--- config.mk ---
export PLATFORM = sky130hd
export DESIGN_NAME = gpio_in_debouncer
export DESIGN_NICKNAME = d
export VERILOG_FILES = /design/src/rtl/gpio_in_debouncer_pkg.sv /design/src/rtl/gpio_in_debouncer_debounce_bit.sv /design/src/rtl/gpio_in_debouncer.sv
export SDC_FILE = /design/constraint.sdc
export NUM_CORES = 1
export LEC_CHECK = 0
export CORE_MARGIN = 4
export CORE_UTILIZATION = 56
export DETAILED_ROUTE_END_ITERATION = 8
export PLACE_DENSITY = 0.74
export SETUP_SLACK_MARGIN = 0.5
export SLEW_MARGIN = 10
export SYNTH_ARGS = -nofsm -noshare
export SYNTH_HDL_FRONTEND = slang
export SYNTH_SLANG_ARGS = --single-unit
--- constraint.sdc ---
create_clock -name clock -period 9.65 [get_ports clock]
set_clock_uncertainty 0.15 [all_clocks]
set_input_delay 2.4125 -clock clock [delete_from_list [all_inputs] [get_ports clock]]
set_output_delay 2.4125 -clock clock [all_outputs]
set_load 0.05 [all_outputs]
--- src/rtl/gpio_in_debouncer_pkg.sv ---
// Board-level constants shared by the GPIO input conditioning logic.
//   CLK_FREQ_HZ        system clock frequency
//   DEBOUNCE_10MS      clock cycles in 10 ms, the default debounce window
//   GPIO_IN_WIDTH_0..2 widths of the SWS / JBI / BTNS input groups
//   cnt_width()        width of a counter that must hold 0 .. cycles-1 (min 1)
package gpio_in_debouncer_pkg;

  localparam int CLK_FREQ_HZ     = 100_000_000;
  localparam int DEBOUNCE_10MS   = CLK_FREQ_HZ / 100;
  localparam int GPIO_IN_WIDTH_0 = 8;
  localparam int GPIO_IN_WIDTH_1 = 4;
  localparam int GPIO_IN_WIDTH_2 = 4;

  function automatic int cnt_width(input int cycles);
    return (cycles > 1) ? $clog2(cycles) : 1;
  endfunction

endpackage

--- src/rtl/gpio_in_debouncer_debounce_bit.sv ---
// One-bit input conditioner: synchroniser chain, stability counter, clean
// level register and registered rise/fall pulses.
//   clock  in   system clock
//   reset  in   asynchronous active-high reset
//   raw    in   raw pin level, asynchronous to clock
//   clean  out  debounced level
//   rise   out  one-cycle pulse in the cycle clean goes 0->1
//   fall   out  one-cycle pulse in the cycle clean goes 1->0
//   flip   out  combinational: clean changes at the next edge (feeds the
//               parent's registered any_change so it lines up with the pulses)
module debounce_bit
  import gpio_in_debouncer_pkg::*;
#(
  parameter int SYNC_STAGES     = 2,
  parameter int DEBOUNCE_CYCLES = DEBOUNCE_10MS,
  parameter bit RESET_BIT       = 1'b0
) (
  input  logic clock,
  input  logic reset,
  input  logic raw,
  output logic clean,
  output logic rise,
  output logic fall,
  output logic flip
);

  localparam int                 CNT_W   = cnt_width(DEBOUNCE_CYCLES);
  localparam logic [CNT_W-1:0]   CNT_MAX = CNT_W'(DEBOUNCE_CYCLES - 1);

  logic [SYNC_STAGES-1:0] sync_p0;
  logic [CNT_W-1:0]       cnt_p1;
  logic                   s;
  logic                   differs;
  logic                   at_max;

  // Stage 0: metastability chain, oldest sample in the top bit
  always_ff @(posedge clock or posedge reset) begin
    if (reset) begin
      sync_p0 <= {SYNC_STAGES{RESET_BIT}};
    end else begin
      sync_p0 <= {sync_p0[SYNC_STAGES-2:0], raw};
    end
  end

  assign s       = sync_p0[SYNC_STAGES-1];
  assign differs = (s != clean);
  assign at_max  = (cnt_p1 == CNT_MAX);
  assign flip    = differs && at_max;

  // Stage 1: stability counter; any sample equal to clean restarts the window
  always_ff @(posedge clock or posedge reset) begin
    if (reset) begin
      cnt_p1 <= '0;
      clean  <= RESET_BIT;
      rise   <= 1'b0;
      fall   <= 1'b0;
    end else begin
      if (!differs || at_max) begin
        cnt_p1 <= '0;
      end else begin
        cnt_p1 <= cnt_p1 + 1'b1;
      end
      if (flip) begin
        clean <= s;
      end
      rise <= flip &&  s;
      fall <= flip && !s;
    end
  end

endmodule

--- src/rtl/gpio_in_debouncer.sv ---
// GPIO input conditioning between board pins and the core's io_gpio_in_*
// ports: WIDTH independent synchronise+debounce channels plus a combined
// change flag.
//   clock       in   system clock
//   reset       in   asynchronous active-high reset
//   raw_in      in   [WIDTH] raw pin levels, asynchronous to clock
//   clean_out   out  [WIDTH] debounced levels
//   rise_pulse  out  [WIDTH] one-cycle pulse per bit on 0->1 of clean_out
//   fall_pulse  out  [WIDTH] one-cycle pulse per bit on 1->0 of clean_out
//   any_change  out  high in the cycle any rise/fall pulse is high
module gpio_in_debouncer
  import gpio_in_debouncer_pkg::*;
#(
  parameter int               WIDTH           = GPIO_IN_WIDTH_0,
  parameter int               SYNC_STAGES     = 2,
  parameter int               DEBOUNCE_CYCLES = DEBOUNCE_10MS,
  parameter logic [WIDTH-1:0] RESET_VALUE     = '0
) (
  input  logic             clock,
  input  logic             reset,
  input  logic [WIDTH-1:0] raw_in,
  output logic [WIDTH-1:0] clean_out,
  output logic [WIDTH-1:0] rise_pulse,
  output logic [WIDTH-1:0] fall_pulse,
  output logic             any_change
);

  logic [WIDTH-1:0] flip;

  for (genvar g = 0; g < WIDTH; g++) begin : g_bit
    debounce_bit #(
      .SYNC_STAGES     (SYNC_STAGES),
      .DEBOUNCE_CYCLES (DEBOUNCE_CYCLES),
      .RESET_BIT       (RESET_VALUE[g])
    ) u_bit (
      .clock (clock),
      .reset (reset),
      .raw   (raw_in[g]),
      .clean (clean_out[g]),
      .rise  (rise_pulse[g]),
      .fall  (fall_pulse[g]),
      .flip  (flip[g])
    );
  end

  // Stage 1: registered from the same flip terms as the per-bit pulses
  always_ff @(posedge clock or posedge reset) begin
    if (reset) begin
      any_change <= 1'b0;
    end else begin
      any_change <= |flip;
    end
  end

endmodule

==> flow_metrics.py, run 1 <==
metrics = {
    "floorplan": {
        "die_width_um": 136,
        "core-area_um2": 16000,
        "dieArea_um2": 18500,
        "die_h_um": 136,
        "io_pins": 35,
        "initial_core_util_pct": 57.4,
        "num_rows": 46,
    },
    "grt": {
        "grt_max_degree": 142,
        "antenna_found_initial": 0,
        "grt_pass1_wl_um": 27300,
        "grt_pass1_vias": 5921,
        "grt_use_total_pct": 17.7,
        "grt_overflow": 0,
    },
    "yosys": {
        "synth_cell_types": 34,
        "avgSynthCellArea_um2": 10.4,
        "syn_area_um2": 9190,
        "netlist_top_cells_area": "dfrtp_1 55%, xor2_1 8.2%, nor2_1 7.6%",
        "yosysWarningCount": 0,
        "netlist_instances": 886,
        "yosysTopAreaCellShare_pct": 54.7,
        "ys_ff_latch": 201,
        "syn_nets": 904,
        "yosysSeqAreaShare_pct": 54.7,
        "yosys.area.top_type": "dfrtp_1",
    },
    "route": {
        "firstDrtPassIters": 4,
        "viasPerCell": 5.27,
        "ant_nets": 0,
        "drc_errors": 0,
        "wirelength_um": 15500,
        "drt_iter0_drc": 285,
        "vias": 5991,
        "wl_per_cell_um": 13.6,
    },
    "clock_network": {
        "post_cts_buffers": 0,
        "cts_sinks": 201,
        "tritoncts": "yes",
        "numCtsBuffers": 22,
        "root_buffer": "clkbuf_16",
        "cts_max_level": 1,
        "clock_path_buffers": 3,
        "insertion_delay_ns": 0.50,
        "clkTransAtPathRegs_ns": 0.06,
        "ctsHoldBuffers": 0,
        "cts-resized-gates": 0,
    },
    "power": {
        "ir_worst_vdd_v": 0.000213,
        "cellPowerDensity_nw_per_um2": 176,
        "leakage_nw": 4.46,
    },
    "placement": {
        "dp_hpwl_um": 10300,
        "placedCellCount": 1098,
        "place_congestion": 0.817,
        "postPlaceCellArea_um2": 9540,
        "io_buffers": 34,
    },
    "sta": {
        "hold_ws_ns": 0.196,
        "period_needed_ns": 4.35,
        "fmax_mhz": 230,
        "finalSetupTns_ns": 0,
        "setup_violations": 0,
        "drv_slew": 0,
        "finalHoldViolCount": 0,
        "rsz0062_at_grt": "no",
        "relSlewSlack_pct": 39.7,
        "min_period_over_period_pct": 45.1,
        "worst_pin_slew_ns": 0.905,
    },
    "critical_path": {
        "slowest_delay_ns": 0.85,
        "cp.depth": 1,
        "startpoint_type": "register",
        "cp-end-kind": "output pin",
        "worstPathMaxFanout": 6,
        "cp.required_ns": 7.09,
        "path_delay_family": "buffers and inverters",
        "crit_chain": "clkdlybuf4s50_1",
        "arrival_ns": 1.79,
        "critPathBufInv": 1,
        "slowest_stage": "clkdlybuf4s50_1",
        "r2r_cells": 5,
        "crit_type": "reg2out",
    },
    "layout": {
        "area_delta_synth_final_pct": 12.5,
        "drive_above_1_share_pct": 5.65,
        "antennaDiodeCount": 0,
        "fin_cells": 1137,
        "final_common_cell": "dfrtp_1",
        "seqCellArea_um2": 5030,
        "fillCellCount": 1275,
        "multi_input_area_um2": 3830,
        "final_cell_mix": "201 x dfrtp_1, 185 x nor2_1, 86 x xor2_1, 67 x xnor2_1, 64 x nand3_1",
        "fin_util_pct": 64.6,
        "design_area_um2": 10300,
        "nets": 924,
    },
    "outcome": {
        "outcome": "finished clean",
    },
    "worst_hold_path": {
        "hp-class": "reg2reg",
        "holdPathStages": 0,
    },
    "run": {
        "maxCapViolCount": 0,
    },
}
[state kept, by name (all words and copies together), names as in the netlist]
name	cells
g_bit.u_bit.rise	8
g_bit.u_bit.fall	8
g_bit.u_bit.clean	8
g_bit.u_bit.cnt_p1	160
any_change	1
g_bit.u_bit.sync_p0	16
[per-stage QoR]
stage,power (mW),setup WS (ns)
global placement,0.929,5.01
global route,1.88,5.24
CTS,1.84,5.26
finish,1.82,5.30
detailed placement,0.930,5.02
floorplan,0.916,1.61
[worst paths after layout]
path	startpoint	endpoint	slack (ns)
min in group asynchronous	reset	g_bit[0].u_bit.cnt_p1[19]$_DFF_PP0_	2.38
setup / recovery	g_bit[1].u_bit.clean$_DFFE_PP0P_	clean_out[1]	5.30
hold reg to reg	g_bit[7].u_bit.sync_p0[0]$_DFF_PP0_	g_bit[7].u_bit.sync_p0[1]$_DFF_PP0_	0.20
hold / removal	g_bit[7].u_bit.sync_p0[0]$_DFF_PP0_	g_bit[7].u_bit.sync_p0[1]$_DFF_PP0_	0.20
setup reg to reg	g_bit[7].u_bit.cnt_p1[7]$_DFF_PP0_	g_bit[7].u_bit.cnt_p1[9]$_DFF_PP0_	7.24
max in group asynchronous	reset	g_bit[6].u_bit.cnt_p1[12]$_DFF_PP0_	5.66
[cell type report]
type                       count  share of cell area [%]
clock buffer                  26                    5.66
clock inverter                13                    2.03
inverter                      14                   0.581
multi-input combinational    632                    37.1
sequential                   201                    48.7
tap                          216                    2.61
timing repair buffer          35                    3.36
[report_power, final]
| group | switching, mW | total [mW] | internal, mW | leakage [nW] |
|---|---|---|---|---|
| Clock | 0.335 | 0.905 | 0.569 | 0.385 |
| Combinational | 0.0338 | 0.0475 | 0.0137 | 1.32 |
| Sequential | 0.0107 | 0.865 | 0.854 | 2.75 |
[synthesized netlist by cell type]
cell,n
and2_1,5
or4_1,1
clkbuf_1,3
buf_2,7
nand4_1,35
o22ai_1,3
nor2_1,185
buf_6,2
and4_1,15
and4b_1,1
or4_4,1
nor3_1,19
nor4_1,16
nand3_1,64
xor2_1,86
or2_2,1
dfrtp_1,201
and3_1,22
inv_1,14
nand2_2,1
mux2_2,8
nor4_4,1
or3_1,2
nor3b_1,17
xnor2_1,67
or4b_1,1
a31oi_1,1
nor4b_1,7
nand4_2,1
buf_4,27
ha_1,8
nand2_1,58
nand2b_1,4
nor4bb_1,2
[cell families after synthesis]
family / after synthesis / share of synthesized area, %
AND/OR/NAND/NOR: 459 / 24.8
flip-flops: 201 / 54.7
XOR/XNOR: 153 / 14.6
buffers and inverters: 53 / 3.53
multiplexers: 8 / 0.981
adder cells (fa/ha/maj): 8 / 1.09
AO/OA/AOI/OAI: 4 / 0.272
[worst register-to-register path: cells and delay by family, from the launching register on]
family        cells  cell delay (ns)
simple gates      5             1.72
flops             1             0.40
[metal layers]
| layer | share of wire, % | track usage (%) | routed length, µm |
|---|---|---|---|
| met5 | 0 | 0 | 0 |
| met4 | 1.8 | 4.31 | 287 |
| met3 | 3.4 | 3.33 | 523 |
| met2 | 47 | 28.5 | 7290 |
| met1 | 48 | 25.1 | 7420 |
(Power assumes the default switching activity.)
==> run 2, diff against run 1 <==
--- a/config.mk
+++ b/config.mk
@@ -6,9 +6,9 @@
 export NUM_CORES = 1
 export LEC_CHECK = 0
 export CORE_MARGIN = 4
-export CORE_UTILIZATION = 56
+export CORE_UTILIZATION = 55
 export DETAILED_ROUTE_END_ITERATION = 8
-export PLACE_DENSITY = 0.74
+export PLACE_DENSITY = 0.76
 export SETUP_SLACK_MARGIN = 0.5
 export SLEW_MARGIN = 10
 export SYNTH_ARGS = -nofsm -noshare
==> constraint.sdc (replaced) <==
create_clock -name clock -period 3.54 [get_ports clock]
set_clock_uncertainty 0.15 [all_clocks]
set_input_delay 0.885 -clock clock [delete_from_list [all_inputs] [get_ports clock]]
set_output_delay 0.885 -clock clock [all_outputs]
set_load 0.05 [all_outputs]
==> run 2 against run 1 <==
  * Power increased to 2.7 times the previous value
  * Cell count grew 0.18%
  * First-iteration DRC count increased by 14%
  * Final area is 0.59% higher
  * Largest power group unchanged
==> flow_metrics.py, run 2 (same netlist as run 1, synthesis figures left out) <==
metrics = {
    "outcome": {
        "outcome": "finished clean",
    },
    "worst_hold_path": {
        "hp-class": "reg2reg",
        "holdPathStages": 0,
        "hold_start": "g_bit[2].u_bit.sync_p0[0]$_DFF_PP0_",
    },
    "route": {
        "viasPerCell": 5.31,
        "drt_iter0_drc": 324,
        "ant_nets": 0,
        "vias": 6048,
        "firstDrtPassIters": 4,
        "wirelength_um": 15800,
        "wl_per_cell_um": 13.9,
        "drc_errors": 0,
    },
    "layout": {
        "reg.largest.list": "g_bit.u_bit.cnt_p1 (160), g_bit.u_bit.sync_p0 (16)",
        "fin_cells": 1139,
        "final_common_cell": "dfrtp_1",
        "area_delta_synth_final_pct": 13.2,
        "design_area_um2": 10400,
        "final_cell_mix": "201 x dfrtp_1, 185 x nor2_1, 86 x xor2_1, 67 x xnor2_1, 64 x nand3_1",
        "fin_util_pct": 64.5,
        "nets": 926,
        "largest_reg_flops": 160,
        "drive_above_1_share_pct": 6.07,
        "antennaDiodeCount": 0,
        "regMostFlops": "g_bit.u_bit.cnt_p1",
    },
    "floorplan": {
        "num_rows": 46,
        "dieArea_um2": 18800,
        "die_width_um": 137,
        "io_pins": 35,
        "die_h_um": 137,
        "initial_core_util_pct": 57.0,
        "core-area_um2": 16100,
    },
    "clock_network": {
        "insertion_delay_ns": 0.50,
        "tritoncts": "yes",
        "numCtsBuffers": 22,
        "cts_max_level": 1,
        "clkTransAtPathRegs_ns": 0.06,
        "ctsHoldBuffers": 0,
        "clock_path_buffers": 3,
        "root_buffer": "clkbuf_16",
        "cts_sinks": 201,
        "post_cts_buffers": 0,
        "cts-resized-gates": 0,
    },
    "sta": {
        "drv_slew": 0,
        "relSlewSlack_pct": 43.3,
        "min_period_over_period_pct": 79.5,
        "fmax_mhz": 355,
        "rsz0062_at_grt": "no",
        "period_needed_ns": 2.81,
        "worst_pin_slew_ns": 0.843,
        "finalSetupTns_ns": 0,
        "finalHoldViolCount": 0,
        "setup_violations": 0,
    },
    "critical_path": {
        "r2r_cells": 5,
        "cp.depth": 1,
        "slowest_delay_ns": 0.84,
        "cp-end-kind": "output pin",
        "startpoint_type": "register",
        "worstPathMaxFanout": 6,
        "arrival_ns": 1.78,
        "critPathBufInv": 1,
        "r2r-start": "g_bit[7].u_bit.cnt_p1[7]$_DFF_PP0_",
        "slowest_stage": "clkdlybuf4s50_1",
        "path_delay_family": "buffers and inverters",
        "crit_chain": "clkdlybuf4s50_1",
        "setup.worst_path.start": "g_bit[1].u_bit.clean$_DFFE_PP0P_",
        "cp.required_ns": 2.50,
        "crit_type": "reg2out",
    },
    "run": {
        "maxCapViolCount": 0,
    },
    "placement": {
        "placedCellCount": 1100,
        "io_buffers": 34,
        "place_congestion": 0.797,
        "postPlaceCellArea_um2": 9590,
        "dp_hpwl_um": 10400,
    },
    "power": {
        "ir_worst_vdd_v": 0.000325,
        "cellPowerDensity_nw_per_um2": 478,
        "leakage_nw": 4.50,
        "p_total_mw": 4.97,
    },
    "grt": {
        "grt_pass1_vias": 5801,
        "antenna_found_initial": 0,
        "grt_pass1_wl_um": 27900,
        "grt_max_degree": 88,
        "grt_overflow": 0,
        "grt_use_total_pct": 18.0,
    },
}
-- run 2: cell types whose count changed in the layout (fill, tap and decap cells not counted), sizes merged --
cell,delta
clkbuf,+3
buf,+2
clkinvlp,-1
inv,-1
bufinv,-1
-- run 2: cell type report --
type	count	area, µm²
fill	1240	5720
sequential	201	5030
multi-input combinational	632	3830
clock buffer	29	658
timing repair buffer	37	400
tap	216	270
clock inverter	10	150
inverter	14	56.3
-- run 2: final timing paths --
check	endpoint	slack, ns
setup reg to reg	g_bit[7].u_bit.cnt_p1[17]$_DFF_PP0_	1.19
min in group asynchronous	g_bit[3].u_bit.cnt_p1[19]$_DFF_PP0_	0.49
max in group asynchronous	g_bit[7].u_bit.cnt_p1[3]$_DFF_PP0_	2.08
hold / removal	g_bit[2].u_bit.sync_p0[1]$_DFF_PP0_	0.19
setup / recovery	clean_out[1]	0.73
hold reg to reg	g_bit[2].u_bit.sync_p0[1]$_DFF_PP0_	0.19
-- run 2: where the power goes --
group	total (mW)	switching, mW	leakage (nW)	internal [mW]
Combinational	0.137	0.0939	1.34	0.0434
Clock	2.47	0.881	0.407	1.59
Sequential	2.36	0.0293	2.75	2.33
-- run 2: stage by stage --
stage | setup WS, ns | hold slack [ns]
detailed placement | 1.18 | 0.185
global route | 0.638 | 0.199
floorplan | -0.0973 | 0.181
global placement | 1.21 | 0.182
finish | 0.725 | 0.193
CTS | 0.686 | 0.195
-- run 2: per-layer routing --
metal	track usage [%]	vias up	share of wire, %
met2	27.3	83	46
met4	4.93	0	2.0
met3	3.47	35	3.8
li1	-	3012	-
met5	0	-	0
met1	26.8	2918	48
==> run 3, diff against run 2 <==
==> constraint.sdc (replaced) <==
create_clock -name clock -period 2.4 [get_ports clock]
set_clock_uncertainty 0.15 [all_clocks]
set_input_delay 0.6 -clock clock [delete_from_list [all_inputs] [get_ports clock]]
set_output_delay 0.6 -clock clock [all_outputs]
set_load 0.05 [all_outputs]
==> run 3 against run 2 <==
  * Wire length increased by 13%
  * Global-route usage increased by 0.62 points
  * Highest routed layer unchanged
  * Clock power increased by 34%
==> flow_metrics.py, run 3 (same netlist as run 1, synthesis figures left out) <==
metrics = {
    "outcome": {
        "outcome": "finished clean",
    },
    "power": {
        "cellPowerDensity_nw_per_um2": 639,
        "leakage_nw": 4.84,
        "ir_worst_vdd_v": 0.000586,
        "p_total_mw": 7.08,
    },
    "clock_network": {
        "numCtsBuffers": 21,
        "cts_sinks": 201,
        "insertion_delay_ns": 0.51,
        "tritoncts": "yes",
        "ctsHoldBuffers": 0,
        "cts_max_level": 1,
        "root_buffer": "clkbuf_16",
        "clock_path_buffers": 3,
        "clkTransAtPathRegs_ns": 0.06,
    },
    "grt": {
        "grt_overflow": 0,
        "grt_pass1_wl_um": 29100,
        "grt_pass1_vias": 6282,
        "antenna_found_initial": 0,
        "grt_use_total_pct": 18.6,
        "grt_max_degree": 58,
    },
    "critical_path": {
        "startpoint_type": "register",
        "critPathCapture": "g_bit[7].u_bit.cnt_p1[5]$_DFF_PP0_",
        "cp.required_ns": 2.64,
        "worstPathMaxFanout": 10,
        "setup.worst_path.start": "g_bit[7].u_bit.cnt_p1[7]$_DFF_PP0_",
        "cp-end-kind": "register",
        "crit_type": "reg2reg",
        "r2r-end": "g_bit[7].u_bit.cnt_p1[5]$_DFF_PP0_",
        "arrival_ns": 2.20,
        "r2r-start": "g_bit[7].u_bit.cnt_p1[7]$_DFF_PP0_",
        "r2r_cells": 6,
        "reg2reg_slack_ns": 0.44,
    },
    "layout": {
        "nets": 990,
        "reg.largest.list": "g_bit.u_bit.cnt_p1 (160), g_bit.u_bit.sync_p0 (16)",
        "regMostFlops": "g_bit.u_bit.cnt_p1",
        "final_common_cell": "dfrtp_1",
        "area_delta_synth_final_pct": 20.6,
        "antennaDiodeCount": 0,
        "drive_above_1_share_pct": 20.0,
        "final_cell_mix": "189 x dfrtp_1, 175 x nor2_1, 86 x xor2_1, 67 x xnor2_1, 62 x nand3_1",
        "largest_reg_flops": 160,
    },
    "floorplan": {
        "die_h_um": 137,
        "num_rows": 46,
        "core-area_um2": 16100,
        "die_width_um": 137,
        "io_pins": 35,
        "initial_core_util_pct": 57.0,
        "dieArea_um2": 18800,
    },
    "worst_hold_path": {
        "hp-class": "in2async",
    },
    "sta": {
        "rsz0062_at_grt": "yes",
        "relSlewSlack_pct": 59.3,
        "period_needed_ns": 1.96,
        "setup_violations": 0,
        "hold_ws_ns": 0.200,
        "min_period_over_period_pct": 81.6,
        "drv_slew": 0,
        "worst_pin_slew_ns": 0.608,
        "fmax_mhz": 510,
        "finalHoldViolCount": 0,
    },
    "route": {
        "drt_iter0_drc": 498,
        "drc_errors": 0,
        "ant_nets": 0,
        "viasPerCell": 5.42,
        "firstDrtPassIters": 5,
        "wl_per_cell_um": 14.8,
        "vias": 6511,
        "wirelength_um": 17800,
    },
    "placement": {
        "place_congestion": 0.831,
        "dp_hpwl_um": 10500,
        "io_buffers": 34,
    },
    "run": {
        "maxCapViolCount": 0,
    },
}
==> run 3: changes by cell type in the layout (fill, tap and decap cells not counted), sizes merged <==
cell / change
inv: +1
clkdlybuf4s50: -25
clkinv: -3
bufinv: -1
buf: +88
nand2: +1
clkbuf: +2
==> run 3: metrics by stage <==
step	std cells	setup WS (ns)	utilization [%]	cell area [µm²]	TNS, ns
detailed placement	1122	0.284	60.6	9760	0
CTS	1178	0.412	66.1	10600	0
floorplan	886	-0.952	-	9190	-191.42
finish	1202	0.441	68.8	11100	0
global placement	1122	0.308	60.6	9760	0
global route	1202	0.384	68.8	11100	0
==> run 3: layer usage <==
layer | routed length [µm] | part of all wire (%) | global-route usage, %
met5 | 0 | 0 | 0
met4 | 398 | 2.2 | 5.49
met3 | 738 | 4.2 | 3.10
met2 | 8590 | 48 | 30.0
met1 | 8030 | 45 | 26.3
==> run 3: area by class of cell <==
cell class	instances	area (µm²)
Sequential cell	201	5040
Fill cell	1178	5030
Inverter	14	56.3
Timing Repair Buffer	101	876
Tap cell	216	270
Clock inverter	7	114
Multi-Input combinational cell	633	4130
Clock buffer	30	589
==> run 3: how the worst min path moves through the flow <==
stage / start / end / slack, ns / cells after the start
floorplan: g_bit[0].u_bit.sync_p0[0]$_DFF_PP0_ / g_bit[0].u_bit.sync_p0[1]$_DFF_PP0_ / 0.18 / 0
global route: reset / g_bit[3].u_bit.cnt_p1[15]$_DFF_PP0_ / 0.20 / 2
global placement: g_bit[5].u_bit.sync_p0[0]$_DFF_PP0_ / g_bit[5].u_bit.sync_p0[1]$_DFF_PP0_ / 0.18 / 0
detailed placement: g_bit[5].u_bit.sync_p0[0]$_DFF_PP0_ / g_bit[5].u_bit.sync_p0[1]$_DFF_PP0_ / 0.19 / 0
CTS: reset / g_bit[0].u_bit.sync_p0[0]$_DFF_PP0_ / 0.19 / 2
finish: reset / g_bit[0].u_bit.sync_p0[0]$_DFF_PP0_ / 0.20 / 2
==> run 3: what timing repair did <==
action                                  in CTS  in global routing
buffers inserted                            16                 22
pin swaps                                   19                 18
cloned                                       3                  2
resized for setup                          159                 61
endpoints found under the setup margin     120                150
==> run 3: critical path, stage by stage (launching register included) <==
cell and delay [ns]:
dfrtp_1 0.39, or4_4 0.55, nor4_4 0.20, nand4_2 0.20, nand2b_4 0.16, buf_8 0.14
nor2_1 0.06
==> run 3: power breakdown <==
part           internal (mW)  total, mW  switching (mW)
clock network           2.03       3.32            1.29
logic                  0.116      0.279           0.162
registers               3.44       3.48          0.0462
